==> src/rtl/xor_checksum_stream.sv <==
// Streaming XOR checksum: folds a frame of WIDTH-bit words into one checksum word.
// Generate mode reports the checksum; check mode flags frames that do not XOR to zero.
module xor_checksum_stream #(
  parameter int WIDTH = 8,
  parameter int MAX_LEN = 16,
  localparam int LEN_W = $clog2(MAX_LEN + 1)
) (
  input  logic             clk,
  input  logic             reset,
  input  logic             mode,
  input  logic [WIDTH-1:0] in_data,
  input  logic             in_valid,
  input  logic             in_last,
  output logic             in_ready,
  output logic [WIDTH-1:0] out_sum,
  output logic [LEN_W-1:0] out_len,
  output logic             out_error,
  output logic             out_trunc,
  output logic             out_valid,
  input  logic             out_ready
);

  typedef enum logic [1:0] {
    IDLE,
    ACCUM,
    HOLD
  } state_t;

  localparam logic [LEN_W-1:0] MAX_CNT = LEN_W'(MAX_LEN);

  state_t           state_reg;
  logic [WIDTH-1:0] acc_reg;
  logic [LEN_W-1:0] cnt_reg;
  logic             mode_reg;
  logic             in_ready_reg;
  logic             out_valid_reg;
  logic             out_error_reg;
  logic             out_trunc_reg;

  logic [WIDTH-1:0] acc_next;
  logic [LEN_W-1:0] cnt_next;
  logic             accept;
  logic             from_accum;
  logic             frame_mode;
  logic             closing;

  assign accept     = in_valid && in_ready_reg;
  assign from_accum = (state_reg == ACCUM);

  // The first beat of a frame seeds the accumulator; later beats fold into it.
  genvar gi;
  generate
    for (gi = 0; gi < WIDTH; gi++) begin : g_fold
      assign acc_next[gi] = in_data[gi] ^ (acc_reg[gi] & from_accum);
    end
  endgenerate

  assign cnt_next   = from_accum ? (cnt_reg + LEN_W'(1)) : LEN_W'(1);
  assign frame_mode = from_accum ? mode_reg : mode;
  // A frame closes on its marked last word or when the beat count hits the limit.
  assign closing    = in_last || (cnt_next == MAX_CNT);

  always_ff @(posedge clk) begin
    if (reset) begin
      state_reg     <= IDLE;
      acc_reg       <= '0;
      cnt_reg       <= '0;
      mode_reg      <= 1'b0;
      in_ready_reg  <= 1'b1;
      out_valid_reg <= 1'b0;
      out_error_reg <= 1'b0;
      out_trunc_reg <= 1'b0;
    end else begin
      case (state_reg)
        IDLE, ACCUM: begin
          if (accept) begin
            acc_reg <= acc_next;
            cnt_reg <= cnt_next;
            if (!from_accum) begin
              mode_reg <= mode;
            end
            if (closing) begin
              state_reg     <= HOLD;
              in_ready_reg  <= 1'b0;
              out_valid_reg <= 1'b1;
              out_trunc_reg <= !in_last;
              out_error_reg <= frame_mode && (acc_next != '0);
            end else begin
              state_reg <= ACCUM;
            end
          end
        end
        HOLD: begin
          if (out_ready) begin
            state_reg     <= IDLE;
            acc_reg       <= '0;
            cnt_reg       <= '0;
            in_ready_reg  <= 1'b1;
            out_valid_reg <= 1'b0;
            out_error_reg <= 1'b0;
            out_trunc_reg <= 1'b0;
          end
        end
        default: begin
          state_reg     <= IDLE;
          acc_reg       <= '0;
          cnt_reg       <= '0;
          in_ready_reg  <= 1'b1;
          out_valid_reg <= 1'b0;
          out_error_reg <= 1'b0;
          out_trunc_reg <= 1'b0;
        end
      endcase
    end
  end

  assign in_ready  = in_ready_reg;
  assign out_valid = out_valid_reg;
  assign out_sum   = acc_reg;
  assign out_len   = cnt_reg;
  assign out_error = out_error_reg;
  assign out_trunc = out_trunc_reg;

endmodule
==> config.mk <==
export PLATFORM = sky130hd
export DESIGN_NAME = xor_checksum_stream
export DESIGN_NICKNAME = d
export VERILOG_FILES = /design/src/rtl/xor_checksum_stream.sv
export SDC_FILE = /design/constraint.sdc
export NUM_CORES = 1
export LEC_CHECK = 0
export BUFFER_PORTS_ARGS = -buffer_cell sky130_fd_sc_hd__buf_2
export CAP_MARGIN = 25
export CORE_MARGIN = 3
export CORE_UTILIZATION = 50
export DETAILED_ROUTE_END_ITERATION = 8
export PLACE_DENSITY_LB_ADDON = 0.2
export SLEW_MARGIN = 20
export SYNTH_ARGS = -nofsm -noshare
export SYNTH_HDL_FRONTEND = slang
export SYNTH_SLANG_ARGS = --single-unit
==> constraint.sdc <==
create_clock -name clk -period 1.77 [get_ports clk]
set_clock_uncertainty 0.05 [all_clocks]
set_input_delay 0.2655 -clock clk [delete_from_list [all_inputs] [get_ports clk]]
set_output_delay 0.2655 -clock clk [all_outputs]
set_load 0.005 [all_outputs]
## Word-level counts from Yosys, hierarchy flattened

Cells that the tools add are included.

- Flip-flop bits (word level): 20
- Input bits: 14
- Output and inout port bits: 17
- Word-level logic and storage cells: 67

- Add/subtract/negate cells: 1
- Equal/unequal tests: 6
- Mux-type cells: 26
- Bitwise gates (word level): 16
- Reductions and logical operators: 10

Operators with widths:

| operator | number |
|---|---|
| 8-bit two-way mux | 2 |
| 8-bit case mux with 2 select lines | 1 |
| 5-bit two-way mux | 3 |
| 1-bit two-way mux | 11 |
| 5-bit case mux with 2 select lines | 1 |
| 1-bit bitwise AND | 8 |
| 1-bit case mux with 2 select lines | 4 |
| 8-bit nonzero test | 1 |
| 1-bit bitwise XOR | 8 |
| 2-bit two-way mux | 3 |
| 2-bit inequality test (second input constant) | 3 |
| 5-bit by 1-bit adder with 5-bit output (second input constant) | 1 |
| 5-bit equality test (second input constant) | 1 |
| 2-bit case mux with 2 select lines | 1 |
| 2-bit AND reduction | 2 |
| 3-bit AND reduction | 1 |
| 2-bit by 1-bit equality test with 1-bit output (second input constant) | 1 |
| 2-bit equality test (second input constant) | 1 |
| 1-bit logical AND | 2 |
| 2-bit logical NOT | 1 |
| 2-bit OR reduction | 1 |
| 1-bit logical NOT | 1 |
| 1-bit logical OR | 1 |

## Longest topological paths before layout

- Depth after elaboration: 8
- Gate-level depth with buffers: 6
- Depth with buffers taken out: 6

## Worst setup path after synthesis

No wires, ideal clock.

- Kind: flip-flop to flip-flop
- From: register cnt_reg[0], in the netlist out_len[0]
- To: register out_error_reg, in the netlist out_error
- Arrival time: 1.495 ns
- Slack: 0.108 ns
- Cell stages (with the launch flop): 7
- Period minus slack after synthesis: 1.662 ns
- Cells stage by stage: dfxtp_1 -> ha_1 -> xor2_1 -> nor4b_1 -> a31oi_1 -> o2bb2ai_2 -> a22o_1

- Longest elaborated chain between the ends: 6

Ends and longest elaborated chain:

| element | RTL line | source |
|---|---|---|
| from (decl) | 33 | `logic [LEN_W-1:0] cnt_reg;` |
| from (signal assigned) | 78 | `cnt_reg <= cnt_next;` |
| 5-bit by 1-bit adder with 5-bit output | 58 | `assign cnt_next = from_accum ? (cnt_reg + LEN_W'(1)) : LEN_W'(1);` |
| 5-bit two-way mux | 58 |  |
| 5-bit equality test | 61 | `assign closing = in_last \|\| (cnt_next == MAX_CNT);` |
| 1-bit logical OR | 61 |  |
| 2-bit inequality test (no source line) | -- |  |
| 3-bit AND reduction (no source line) | -- |  |
| to (signal assigned) | 87 | `out_error_reg <= frame_mode && (acc_next != '0);` |
| to (decl) | 37 | `logic out_error_reg;` |

Every way passes these cells.
A chain may end at the register's enable or synchronous reset.

## Worst setup path after layout

- From: register cnt_reg[0], in the netlist out_len[0]
- To: register out_trunc_reg, in the netlist out_trunc

- Longest elaborated chain between the ends: 6

Ends and longest elaborated chain:

| element | RTL line | source |
|---|---|---|
| 5-bit by 1-bit adder with 5-bit output | 58 |  |
| 5-bit two-way mux | 58 |  |
| 5-bit equality test | 61 |  |
| 1-bit logical OR | 61 |  |
| 2-bit inequality test (no source line) | -- |  |
| 3-bit AND reduction (no source line) | -- |  |
| to (signal assigned) | 86 | `out_trunc_reg <= !in_last;` |
| to (decl) | 38 | `logic out_trunc_reg;` |

Every way passes these cells.

==> impl_metrics.toml <==
[outcome]
outcome = "complete, no violations"

[power_and_ir_drop]
power.switching_uw = 337
swShare = 0.312
p_clk_frac = 0.249
intPower_uw = 745
vdd.ir_drop.worst_uv = 488
p_leak_nw = 0.592
power_mw = 1.08
power_density_mw_per_mm2 = 793
p_comb_frac = 0.269
seq_power_share = 0.482

[timing]
setup_tns_ns = 0
fin_crit_sh = 0.964
final_hold_viol_count = 0
fin_ws_ns = 0.0643
whs_ns = 0.155
worst_pin_slew_ns = 0.425
slew_headroom = 0.716
timing.fmax_mhz = 586
rsz0062_at_grt = "true"
finalMaxSlewViolations = 0
setup_viol = 0
min_period_ns = 1.71

[route]
detail-route-antenna-nets = 0
drtIter0Drc = 13
totalWireLength_um = 2630
drtPass1Iterations = 4
remaining_drc_errors = 0
wire_per_inst_um = 13.5
vias = 1142
viasPerCell = 5.86

[place]
dp_hpwl_um = 1870
gp_congestion = 0.761
port_buffers = 30
post-place-ws_ns = 0.0133

[cts]
cts_hold_buf = 0
cts_buffers = 3
cts_root_buf = "clkbuf_4"
h-tree-depth = 1
clockBufferDepth = 2
clock_latency_ns = 0.31
cts_tree = "built"
cts.sinks = 20
clk_pin_slew_ns = 0.12

[die]
start_util = 0.543
die_w_um = 52.6
die_y_um = 52.6
ios = 31
row_count = 16
fp.dieArea_mm2 = 0.00277
core_area_mm2 = 0.00200

[setup_path]
crit_type = "reg2reg"
cp-end-kind = "flip-flop"
crit_fanout = 5
critPathSlowestCell = "dfxtp_2"
cpPeakStageDelay_ns = 0.35
cp.required_ns = 1.97
path_cells = "ha_2 -> xor2_1 -> nor4b_2 -> a31oi_2 -> nor3_2 -> buf_4 -> a22o_1"
crit_arrival_ns = 1.91
start_kind = "flip-flop"

[synth]
synth_top_flop_cell = "dfxtp_1"
ys_ff_latch = 20
synth-seq-area-share = 0.368
syn_nets = 149
synth_edf_count = 0
synth_cells = 134
synth_cell_types = 34
ys_async_sr_fraction = 0
synth_area_per_cell_um2 = 8.11
syn_area_mm2 = 0.00109
ys_warn_count = 0

[cells_and_area]
multiInputGateArea_um2 = 662
register_area_um2 = 403
final_common_cell = "buf_2"
drive_gt1_frac = 0.292
area_growth_pct = 25.5
n_fill_cell = 177
diodes = 0
final_cell_mix = "buf_2 (30), nor2_1 (22), dfxtp_1 (18)"
fin_util = 0.682
num-nets-final = 184
largest_register_ffs = 8

[global_route]
antenna_found_initial = 0
grt_max_degree = 21
overflow = 0
groute.usage.overall = 0.207
grt_pass1_wl_um = 4280
first_global_vias = 981

[run]
drv_cap = 0

[worst_hold_path]
hp-class = "in2reg"
[cells by family (layout without fill, tap and decap cells)]
kind of cell,Yosys count,after routing,share of synthesized area
flip-flops,20,20,0.368
buffers and inverters,10,44,0.0368
XOR/XNOR,6,6,0.0483
AND/OR/NAND/NOR,46,46,0.227
AO/OA/AOI/OAI,49,49,0.290
adder cells (fa/ha/maj),1,1,0.0115
multiplexers,2,2,0.0184
[timing repair]
item                                   CTS  global route
setup endpoints to repair                1             5
setup buffers                            0             1
pin swaps                                4             3
endpoints found under the hold margin    0             0
gates resized for setup                  2             3
[worst paths after layout]
| check | from | to | slack (ns) | cells after the start |
|---|---|---|---|---|
| max | out_len[0] | out_trunc | 0.06 | 7 |
| min | reset | out_len[4] | 0.16 | 2 |
| max reg2reg | out_len[0] | out_trunc | 0.06 | 7 |
| min reg2reg | out_valid | out_valid | 0.43 | 1 |
[power by group through the flow]
stage,logic (mW),clock network [mW],registers (mW)
after floorplan,0.173,0,0.529
after global placement,0.275,0,0.527
after detailed placement,0.283,0,0.530
after CTS,0.286,0.274,0.520
after global routing,0.324,0.295,0.529
final,0.292,0.269,0.522
[Yosys cell counts (all sizes together) (2+ instances only)]
library cell	instances	area (um^2)
o32ai	4	35.0
nor4b	3	26.3
nor3	2	15.0
a31oi	5	31.3
nor2	22	82.6
a21oi	15	75.1
buf	2	8.75
nand2	5	18.8
o21ai	10	50.1
mux2i	2	20.0
inv	2	7.51
a22oi	8	60.1
xor2	2	17.5
dfxtp	20	400
nor4bb	4	40.0
a22o	2	17.5
nand3	3	15.0
clkbuf	6	23.8
xnor2	4	35.0
nand3b	2	15.0
[routing by layer]
metal	GRT usage	part of all wire	vias up
met1	0.266	0.48	529
met3	0.0627	0.056	2
met5	0	0	-
met2	0.329	0.46	42
met4	0.0681	0.0038	0
li1	-	-	569
[through the flow]
| step | instances | cell area [um^2] |
|---|---|---|
| 2_1_floorplan | 134 | 1090 |
| 3_3_place_gp | 190 | 1300 |
| 3_5_place_dp | 190 | 1300 |
| 4_1_cts | 194 | 1340 |
| 5_1_grt | 195 | 1370 |
| 6_report | 195 | 1370 |
[area by class of cell]
class                   instances  area share
clock buffers                   4      0.0266
inverters                       2     0.00550
multi-input cells             104       0.485
flip-flops and latches         20       0.295
well taps                      27      0.0247
repair buffers                 38       0.163
[critical path: cells and delay by family, from the launching register on]
kind,cells,cell delay [ns]
compound gates,2,0.30
xor+xnor,1,0.15
fa+ha+maj,1,0.20
buf+inv,1,0.16
flops,1,0.35
simple gates,2,0.44
Note: power is estimated with default switching activity, not from simulation.
